File: config.mk
export PLATFORM = sky130hd
export DESIGN_NAME = id_ex_stage
export DESIGN_NICKNAME = d
export VERILOG_FILES = /design/src/rtl/id_ex_stage.sv
export SDC_FILE = /design/constraint.sdc
export NUM_CORES = 1
export LEC_CHECK = 0
export CORE_MARGIN = 3
export CORE_UTILIZATION = 35
export DETAILED_ROUTE_END_ITERATION = 10
export PLACE_DENSITY = 0.69
export SLEW_MARGIN = 0
export SYNTH_ARGS = -nofsm -noshare
export SYNTH_HDL_FRONTEND = slang
export SYNTH_SLANG_ARGS = --single-unit
File: constraint.sdc
create_clock -name clk -period 4.3 [get_ports clk]
set_input_delay 0.86 -clock clk [delete_from_list [all_inputs] [get_ports clk]]
set_output_delay 0.86 -clock clk [all_outputs]
set_load 0.005 [all_outputs]
File: src/rtl/id_ex_stage.sv
// ID/EX pipeline register with EX/MEM and MEM/WB operand forwarding.
// Also detects load-use hazards and handles stall, flush and bubble insertion.
module id_ex_stage #(
  parameter int unsigned XLEN = 32
) (
  input  logic            clk,
  input  logic            rst,
  input  logic            id_valid,
  input  logic [XLEN-1:0] id_pc,
  input  logic [XLEN-1:0] id_rs1_data,
  input  logic [XLEN-1:0] id_rs2_data,
  input  logic [XLEN-1:0] id_imm,
  input  logic [4:0]      id_rs1,
  input  logic [4:0]      id_rs2,
  input  logic [4:0]      id_rd,
  input  logic [2:0]      id_func3,
  input  logic [3:0]      id_alu_sel,
  input  logic            id_alu_src,
  input  logic            id_reg_write,
  input  logic            id_mem_read,
  input  logic            id_mem_write,
  input  logic            id_branch,
  input  logic            stall,
  input  logic            flush,
  input  logic            exmem_reg_write,
  input  logic [4:0]      exmem_rd,
  input  logic [XLEN-1:0] exmem_result,
  input  logic            memwb_reg_write,
  input  logic [4:0]      memwb_rd,
  input  logic [XLEN-1:0] memwb_result,
  output logic [XLEN-1:0] ex_in1,
  output logic [XLEN-1:0] ex_in2,
  output logic [2:0]      ex_func3,
  output logic [3:0]      ex_alu_sel,
  output logic [XLEN-1:0] ex_store_data,
  output logic [XLEN-1:0] ex_pc,
  output logic [4:0]      ex_rd,
  output logic            ex_valid,
  output logic            ex_reg_write,
  output logic            ex_mem_read,
  output logic            ex_mem_write,
  output logic            ex_branch,
  output logic            load_use_stall
);

  logic            r_valid;
  logic [XLEN-1:0] r_pc;
  logic [XLEN-1:0] r_rs1_data;
  logic [XLEN-1:0] r_rs2_data;
  logic [XLEN-1:0] r_imm;
  logic [4:0]      r_rs1;
  logic [4:0]      r_rs2;
  logic [4:0]      r_rd;
  logic [2:0]      r_func3;
  logic [3:0]      r_alu_sel;
  logic            r_alu_src;
  logic            r_reg_write;
  logic            r_mem_read;
  logic            r_mem_write;
  logic            r_branch;

  logic [XLEN-1:0] w_fwd_rs1;
  logic [XLEN-1:0] w_fwd_rs2;
  logic            w_hazard;

  // Load in EX whose destination is read by the instruction waiting in ID.
  assign w_hazard = r_valid & r_mem_read & id_valid & (r_rd != 5'd0) &
                    ((r_rd == id_rs1) | (r_rd == id_rs2));
  // A flush kills the ID instruction anyway, so no bubble is needed.
  assign load_use_stall = w_hazard & ~flush;

  // Pipeline register update: flush > stall > bubble > load.
  always_ff @(posedge clk or negedge rst) begin
    if (!rst) begin
      r_valid     <= 1'b0;
      r_pc        <= '0;
      r_rs1_data  <= '0;
      r_rs2_data  <= '0;
      r_imm       <= '0;
      r_rs1       <= '0;
      r_rs2       <= '0;
      r_rd        <= '0;
      r_func3     <= '0;
      r_alu_sel   <= '0;
      r_alu_src   <= 1'b0;
      r_reg_write <= 1'b0;
      r_mem_read  <= 1'b0;
      r_mem_write <= 1'b0;
      r_branch    <= 1'b0;
    end else if (flush) begin
      r_valid <= 1'b0;
    end else if (stall) begin
      r_valid <= r_valid;
    end else if (load_use_stall) begin
      r_valid <= 1'b0;
    end else begin
      r_valid     <= id_valid;
      r_pc        <= id_pc;
      r_rs1_data  <= id_rs1_data;
      r_rs2_data  <= id_rs2_data;
      r_imm       <= id_imm;
      r_rs1       <= id_rs1;
      r_rs2       <= id_rs2;
      r_rd        <= id_rd;
      r_func3     <= id_func3;
      r_alu_sel   <= id_alu_sel;
      r_alu_src   <= id_alu_src;
      r_reg_write <= id_reg_write;
      r_mem_read  <= id_mem_read;
      r_mem_write <= id_mem_write;
      r_branch    <= id_branch;
    end
  end

  // Operand forwarding; the younger EX/MEM result wins, x0 never forwards.
  always_comb begin
    w_fwd_rs1 = r_rs1_data;
    if (exmem_reg_write && (exmem_rd != 5'd0) && (exmem_rd == r_rs1)) begin
      w_fwd_rs1 = exmem_result;
    end else if (memwb_reg_write && (memwb_rd != 5'd0) && (memwb_rd == r_rs1)) begin
      w_fwd_rs1 = memwb_result;
    end
    w_fwd_rs2 = r_rs2_data;
    if (exmem_reg_write && (exmem_rd != 5'd0) && (exmem_rd == r_rs2)) begin
      w_fwd_rs2 = exmem_result;
    end else if (memwb_reg_write && (memwb_rd != 5'd0) && (memwb_rd == r_rs2)) begin
      w_fwd_rs2 = memwb_result;
    end
  end

  assign ex_in1        = w_fwd_rs1;
  assign ex_in2        = r_alu_src ? r_imm : w_fwd_rs2;
  assign ex_store_data = w_fwd_rs2;

  // Bubbles keep stale ALU codes; only side-effecting controls are gated.
  assign ex_func3     = r_func3;
  assign ex_alu_sel   = r_alu_sel;
  assign ex_pc        = r_pc;
  assign ex_rd        = r_rd;
  assign ex_valid     = r_valid;
  assign ex_reg_write = r_reg_write & r_valid;
  assign ex_mem_read  = r_mem_read & r_valid;
  assign ex_mem_write = r_mem_write & r_valid;
  assign ex_branch    = r_branch & r_valid;

endmodule

Word level (Yosys, flattened, before mapping)
Cells that the tools add are included. W data, S select, Z words.

Eq/ne operators: 7. Mux-type cells: 8. Bitwise logic cells: 12. Reduce and logical (&&, ||, !) cells: 10.

Operators by type and width (number): $mux W32 (5); $eq A5 B5 Y1 (6); $reduce_bool A5 Y1 (3); $and A1 B1 Y1 (8); $logic_and A1 B1 Y1 (6); $mux W1 (3); $not A1 Y1 (3); $reduce_and A3 Y1 (1); $ne A2 B1 Y1 const B (1); $or A1 B1 Y1 (1).

Flip-flop bits (word level): 156. Bits of input ports: 236. Logic and storage cells: 52.

Depth between registers and ports, before layout
Gate-level depths: netlist of run 1.

Word-level depth: 8. Mapped depth: 7. Gate-level depth less buffers: 5.

Least setup slack after synthesis of run 1
Ideal clock, no wire load.

Path kind: input -> output. Start: input port exmem_rd[1]. End: output port ex_in2[10]. Data arrival time: 2.393 ns. Data required time: 3.440 ns. Path slack: 1.047 ns. Stages: 7. Path through: or4_4 -> o211ai_4 -> or2_1 -> buf_6 -> buf_12 -> a31oi_4 -> mux2_2.

Word-level cells in the longest chain between the ends: 5. Elaborated cells on any way between the ends: 6.

RTL lines: from (decl) (line 26) `input logic [4:0] exmem_rd,`; $reduce_bool A5 Y1 (line 124) `if (exmem_reg_write && (exmem_rd != 5'd0) && (exmem_rd == r_rs2)) begin`; $logic_and A1 B1 Y1 (line 124); $logic_and A1 B1 Y1 * (line 124); $mux W32 * (line 124); net ex_store_data[10] (line 35) `output logic [XLEN-1:0] ex_store_data,`; $mux W32 * (line 132) `assign ex_in2 = r_alu_src ? r_imm : w_fwd_rs2;`; to (decl) (line 32) `output logic [XLEN-1:0] ex_in2,`.

Mark *: on every way through the listed nets, which the timed path passes. The rest lies on a longest branch.

Final worst setup path of run 1
Start: input port memwb_rd[1]. End: output port ex_in2[11].

Word-level cells in the longest chain between the ends: 6. Elaborated cells on any way between the ends: 7.

RTL lines: from (decl) (line 29) `input logic [4:0] memwb_rd,`; $reduce_bool A5 Y1 (line 126) `end else if (memwb_reg_write && (memwb_rd != 5'd0) && (memwb_rd == r_rs2)) begin`; $logic_and A1 B1 Y1 (line 126); $logic_and A1 B1 Y1 * (line 126); $mux W32 * (line 126); $mux W32 * (line 124); $mux W32 * (line 132).

Every way passes the cells marked *; elsewhere a longest branch is shown, timed or not.

==> results.py, run 1 <==
metrics = {
    "sta": {
        "rsz0062_at_grt": "yes",
        "tns_ps": 0,
        "clock_skew_ps": 15.3,
        "finalCriticalPeriod_ps": 4280,
        "fin_ws_ps": 22.3,
        "tightest_slew_ps": 993,
        "hold_slack_ps": 433,
        "timing.final.max_slew_violations": 0,
        "setup_viol": 0,
        "fin_crit_sh_pct": 99.5,
        "final_hold_viol_count": 0,
        "fmax_mhz": 234,
        "relSlewSlack_pct": 33.8,
    },
    "finish": {
        "drive_above_1_share_pct": 16.3,
        "fin_util_pct": 58.3,
        "areaGrowthSynthToFinish_pct": 61.9,
        "final_nets": 1329,
    },
    "route": {
        "via_per_inst": 5.06,
        "routed_wl_mm": 30.5,
        "drt_iter0_markers": 246,
        "wire_per_inst_microns": 21.4,
        "drc": 0,
        "ant_nets": 0,
        "firstDrtPassIters": 4,
        "vias": 7214,
    },
    "critical_path": {
        "required_ps": 3440,
        "path_cells": "dlygate4sd2_1 > or4_4 > buf_4 > o211ai_4 > bufbuf_16 > buf_4 > o21ai_2 > a31oi_4 > mux2_2 > clkdlybuf4s50_1",
        "end_kind": "output pin",
        "startpoint_type": "input port",
        "path_delay_family": "buffers and inverters",
        "r2r_cells": 5,
        "cp.depth": 10,
        "slowest_stage": "or4_4",
        "critical_path_class": "input port to output pin",
        "slowest_delay_ps": 540,
        "critical_path.max_fanout": 6,
        "cp.arrival_ps": 3420,
        "path_buf_inv": 5,
        "cp_common_cell": "buf_4",
    },
    "global_routing": {
        "track_usage_pct": 22.8,
        "overflow": 0,
        "grt_pass1_vias": 7693,
        "antenna_found_initial": 2,
        "grt_max_degree": 84,
        "grt_pass1_wl_mm": 46.1,
    },
    "synth": {
        "ys_ff_latch": 156,
        "synth_fa_ha_area_share_pct": 0,
        "yosys-top-cells-area": "dfrtp_1, mux2_1, a31oi_4",
        "async_reset_ff_share_pct": 100,
        "synth_cell_types": 37,
        "ys_warn_count": 0,
        "synthMuxAreaShare_pct": 28.4,
        "synth_top_family_by_area": "multiplexers",
        "syn_area_sq_mm": 0.00854,
        "yosys.area.top_type": "dfrtp_1",
        "synthFlopType": "dfrtp_1",
        "synth_area_per_cell_sq_um": 12.5,
        "synth-edff-count": 0,
        "synth-compound-area-share_pct": 12.3,
        "synth-xor-area-share_pct": 3.08,
        "syn_nets": 920,
        "synthCells": 684,
        "seq_area_frac_synth_pct": 45.7,
        "synth_top_area_share_pct": 45.7,
        "synth-simple-area-share_pct": 7.16,
    },
    "placement": {
        "routabilityCongestion": 0.789,
        "io_buffers": 381,
        "dp_slack_ps": -275,
        "hpwl_mm": 22.2,
    },
    "pwr": {
        "ir_worst_vdd_mv": 0.217,
        "pwr-share-clk_pct": 29.2,
        "p_seq_share_pct": 36.5,
        "p_int_mw": 3.54,
        "swShare_pct": 29.7,
        "power_mw": 5.03,
        "power.density_mw_per_mm2": 363,
        "p_leak_nw": 5.35,
        "power_switching_mw": 1.49,
        "comb_power_share_pct": 34.4,
    },
    "clock_network": {
        "clkSinkCount": 156,
        "htree_num_levels": 4,
        "cts_root_buffer": "clkbuf_16",
        "clkTransAtPathRegs_ps": 80,
        "cts_buffers": 17,
        "cts_tree": "yes",
        "cts_buffer_depth": 2,
        "clk_latency_ps": 420,
    },
    "die": {
        "die_w_microns": 162,
        "die_area_sq_mm": 0.0263,
        "start_util_pct": 36.0,
        "row_count": 56,
        "core_sq_mm": 0.0238,
        "die-height_microns": 162,
        "io_pins": 382,
    },
    "run": {
        "max-cap-violations": 0,
    },
    "outcome": {
        "status": "finished, final reports clean",
    },
    "min_path": {
        "worst_hold_path_type": "input port to async pin",
    },
}
==> stage by stage <==
step	cells	area [sq um]
2_1_floorplan	684	8540
3_3_place_gp	1382	13100
3_5_place_dp	1382	13100
4_1_cts	1421	13800
5_1_grt	1426	13800
6_report	1427	13800
==> kinds of logic (layout without fill, tap and decap cells) <==
family          count (synthesis)  count (layout)
flops                         156             156
buf+inv                        54             476
simple gates                  121             121
compound gates                104             104
other cells                     0               2
xor+xnor                       30              30
mux                           219             219
==> cells in the mapped netlist (2+ instances only) <==
master / n
mux2i_1: 32
buf_2: 27
nor2_1: 38
buf_12: 3
or4_1: 2
clkbuf_1: 17
o21ai_0: 2
buf_1: 5
mux2_1: 150
a21oi_1: 32
o21ai_1: 32
nor3_1: 34
xnor2_1: 13
mux2_2: 37
nand3_1: 33
nand4_1: 2
xor2_1: 17
a31oi_1: 2
or4_4: 2
dfrtp_1: 156
and2_1: 3
a31oi_4: 30
==> registers in the layout (all words and copies together) (netlist names) <==
register / cells
ex_func3: 3
r_imm: 32
r_rs1: 5
r_mem_read: 1
r_alu_src: 1
r_rs1_data: 32
r_rs2_data: 32
ex_pc: 32
ex_valid: 1
ex_rd: 5
r_rs2: 5
r_reg_write: 1
r_mem_write: 1
r_branch: 1
ex_alu_sel: 4
==> per-layer routing <==
metal	global-route usage, %	wire [microns]	up-vias
li1	-	-	3320
met1	27.6	12400	3609
met2	39.3	15200	255
met3	7.09	2240	30
met4	6.17	638	0
met5	0	0	-
==> power by group through the flow <==
stage	Clock (mW)	Sequential, mW	Combinational [mW]
6_report	1.47	1.83	1.73
2_1_floorplan	0	1.80	0.678
5_1_grt	1.57	1.86	1.85
4_1_cts	1.51	1.83	1.75
3_3_place_gp	0	1.85	1.68
3_5_place_dp	0	1.86	1.70
==> worst paths after layout <==
path                            slack [ps]        start          end
worst max-delay path                    20  memwb_rd[1]   ex_in2[11]
worst min register to register         480  r_reg_write  r_reg_write
worst min-delay path                   430          rst     ex_pc[5]
min in group clk                       480  r_reg_write  r_reg_write
worst max register to register        1960     ex_rd[1]    ex_pc[19]
max in group asynchronous             2910          rst  ex_func3[2]
==> what timing repair did <==
action	CTS	global route
gates cloned	2	1
hold buffers	0	0
setup buffers	5	3
pin swaps	5	2
endpoints found under the setup margin	69	11
hold endpoints to repair	0	0
gates resized for setup	22	7
==> cells in the final DEF, fill, tap and decap left out, types with 2 or more instances in the layout <==
cell,Yosys,final
a21oi_1,32,31
a31oi_4,30,30
and2_1,3,3
buf_12,3,14
buf_4,0,41
buf_6,1,4
clkbuf_16,0,18
clkdlybuf4s50_1,0,366
clkinvlp_4,0,2
dfrtp_1,156,155
diode_2,0,2
dlygate4sd2_1,0,8
dlymetal6s2s_1,0,6
inv_6,0,7
inv_8,0,3
mux2_1,150,150
mux2_2,37,36
mux2i_1,32,32
nand3_1,33,32
nand4_1,2,2
nor2_1,38,37
nor3_1,34,34
o211ai_4,1,2
o21ai_0,2,2
o21ai_1,32,30
o21ai_2,0,2
or4_4,2,2
xnor2_1,13,12
xor2_1,17,17
==> final cells by class <==
class,count,area (sq um)
Antenna cell,2,5.00
Clock buffer,18,429
Clock inverter,14,124
Fill cell,1992,9920
Inverter,1,3.75
Multi-Input combinational cell,474,4430
Sequential cell,156,3910
Tap cell,319,399
Timing Repair Buffer,443,4540
(Power assumes the default switching activity.)
==> run 2, diff against run 1 <==
ABC_AREA = 1   (was default)
PLACE_DENSITY = 0.68   (was 0.69)
clock period = 4 ns   (was 4.3 ns; I/O delays follow)
==> run 2 against run 1 <==
Effect of this change:
- worst hold slack got worse by 14 ps
- global-route usage is 4.0 points higher
- sequential power rose by 4%
- synthesized area up 6.1%
==> results.py, run 2 <==
metrics = {
    "finish": {
        "fin_area_sq_mm": 0.0139,
        "most-common-layout-cells": "nand2_1, clkdlybuf4s50_1, nand3_1, dfrtp_1, inv_1",
        "areaGrowthSynthToFinish_pct": 53.6,
        "fin_cells": 1968,
        "drive_above_1_share_pct": 4.95,
        "fin_util_pct": 54.9,
        "fillers": 2484,
        "final_common_cell": "nand2_1",
        "final_nets": 1860,
    },
    "synth": {
        "synth.most_common_cell": "nand2_1",
        "syn_nets": 1521,
        "synth_area_per_cell_sq_um": 7.05,
        "yosys.area.top_type": "dfrtp_1",
        "seq_area_frac_synth_pct": 43.1,
        "async_reset_ff_share_pct": 100,
        "synth_cell_types": 24,
        "ys_warn_count": 0,
        "synth_common_cells": "nand2_1, nand3_1, dfrtp_1",
        "syn_area_sq_mm": 0.00906,
        "yosys-top-cells-area": "dfrtp_1, nand2_1, nand3_1",
        "synthFlopType": "dfrtp_1",
        "synth-edff-count": 0,
        "ys_ff_latch": 156,
        "synthCells": 1285,
        "synth_top_area_share_pct": 43.1,
    },
    "pwr": {
        "ir_worst_vdd_mv": 0.268,
        "power.density_mw_per_mm2": 379,
        "power_mw": 5.27,
        "p_leak_nw": 6.91,
    },
    "global_routing": {
        "grt_max_degree": 98,
        "track_usage_pct": 26.8,
        "grt_pass1_wl_mm": 58.6,
        "antenna_found_initial": 3,
        "grt_pass1_vias": 10200,
        "overflow": 0,
    },
    "placement": {
        "routabilityCongestion": 0.920,
        "dp_slack_ps": 87.6,
        "io_buffers": 381,
        "hpwl_mm": 27.6,
        "place_inst": 1934,
        "placedInstanceArea_sq_mm": 0.0132,
    },
    "sta": {
        "hold_slack_ps": 419,
        "clock_skew_ps": 23.0,
        "finalCriticalPeriod_ps": 3910,
        "final_hold_viol_count": 0,
        "fin_ws_ps": 88.1,
        "timing.final.max_slew_violations": 0,
        "fin_crit_sh_pct": 97.8,
        "tns_ps": 0,
        "tightest_slew_ps": 932,
        "setup_viol": 0,
        "fmax_mhz": 256,
        "relSlewSlack_pct": 37.9,
    },
    "die": {
        "die-height_microns": 167,
        "die_w_microns": 167,
        "start_util_pct": 35.8,
        "die_area_sq_mm": 0.0279,
        "io_pins": 382,
        "core_sq_mm": 0.0253,
        "row_count": 58,
    },
    "critical_path": {
        "required_ps": 3200,
        "startpoint_type": "input port",
        "r2r_cells": 8,
        "worstReg2RegStart": "ex_rd[2]",
        "slowest_stage": "clkdlybuf4s50_1",
        "end_kind": "output pin",
        "path_cells": "clkdlybuf4s50_1 > xnor2_1 > nand2_2 > nor2_2 > nand3_4 > buf_4 > nand3_1 > nand3_1 > nand2_1 > clkdlybuf4s50_1",
        "cp.arrival_ps": 3110,
        "reg2reg_slack_ps": 1590,
        "critical_path.max_fanout": 12,
        "slowest_delay_ps": 540,
        "critical_path_class": "input port to output pin",
        "timing.rr.end": "r_rs1_data[11]",
    },
    "outcome": {
        "status": "finished, final reports clean",
    },
    "route": {
        "via_per_inst": 5.12,
        "wl_met2_mm": 18.3,
        "routed.top_layer": "met5",
        "firstDrtPassIters": 6,
        "routed_wl_mm": 38.2,
        "wire_per_inst_microns": 19.4,
        "ant_nets": 0,
        "drt_iter0_markers": 802,
        "drc": 0,
        "vias": 10100,
        "routed-wl-met3_mm": 3.13,
        "met1_length_mm": 15.8,
    },
    "run": {
        "max-cap-violations": 0,
    },
    "clock_network": {
        "cts_buffers": 17,
        "ctsResizeCount": 0,
        "clkSinkCount": 156,
        "htree_num_levels": 4,
        "cts_root_buffer": "clkbuf_16",
        "cts_buffer_depth": 2,
        "cts_tree": "yes",
        "clk_latency_ps": 430,
        "post_cts_buffers": 0,
        "hold_buffers": 0,
        "clkTransAtPathRegs_ps": 70,
    },
    "min_path": {
        "worst_hold_path_type": "input port to async pin",
    },
}
run 2: metal layers:
layer  track usage (%)  vias up
li1                  -     4809
met1              33.0     4760
met2              44.8      458
met3              7.79       51
met4              9.54        2
met5                 0        -
run 2: power breakdown:
group / internal [mW] / total, mW / switching, mW
Combinational: 0.869 / 1.65 / 0.777
Clock: 1.00 / 1.72 / 0.718
Sequential: 1.77 / 1.91 / 0.132
Total: 3.65 / 5.27 / 1.63
run 2: cell type report:
cell class	instances	area, sq um	area share (%)
diodes	2	5.00	0.0360
clock buffers	19	443	3.18
clock inverters	12	161	1.16
inverters	109	409	2.94
multi-input cells	926	4370	31.4
flip-flops and latches	156	3900	28.1
well taps	330	413	2.97
repair buffers	414	4210	30.2
run 2: worst max path at each step:
stage | start | endpoint
floorplan | memwb_rd[3] | ex_in2[10]
finish | exmem_rd[1] | ex_in2[0]
CTS | exmem_rd[1] | ex_in2[0]
detailed placement | exmem_rd[0] | ex_in2[0]
global route | exmem_rd[1] | ex_in2[12]
global placement | exmem_rd[0] | ex_in2[0]
run 2: worst max-delay path: cells and delay by family:
family,cells,cell delay [ps]
XOR/XNOR,1,170
buffers and inverters,3,1300
AND/OR/NAND/NOR,6,830
run 2: logic make-up after synthesis:
group                  synth area share (%)
AND/OR/NAND/NOR                        42.5
buffers and inverters                  9.89
flip-flops                             43.1
AO/OA/AOI/OAI                          1.82
XOR/XNOR                               2.71
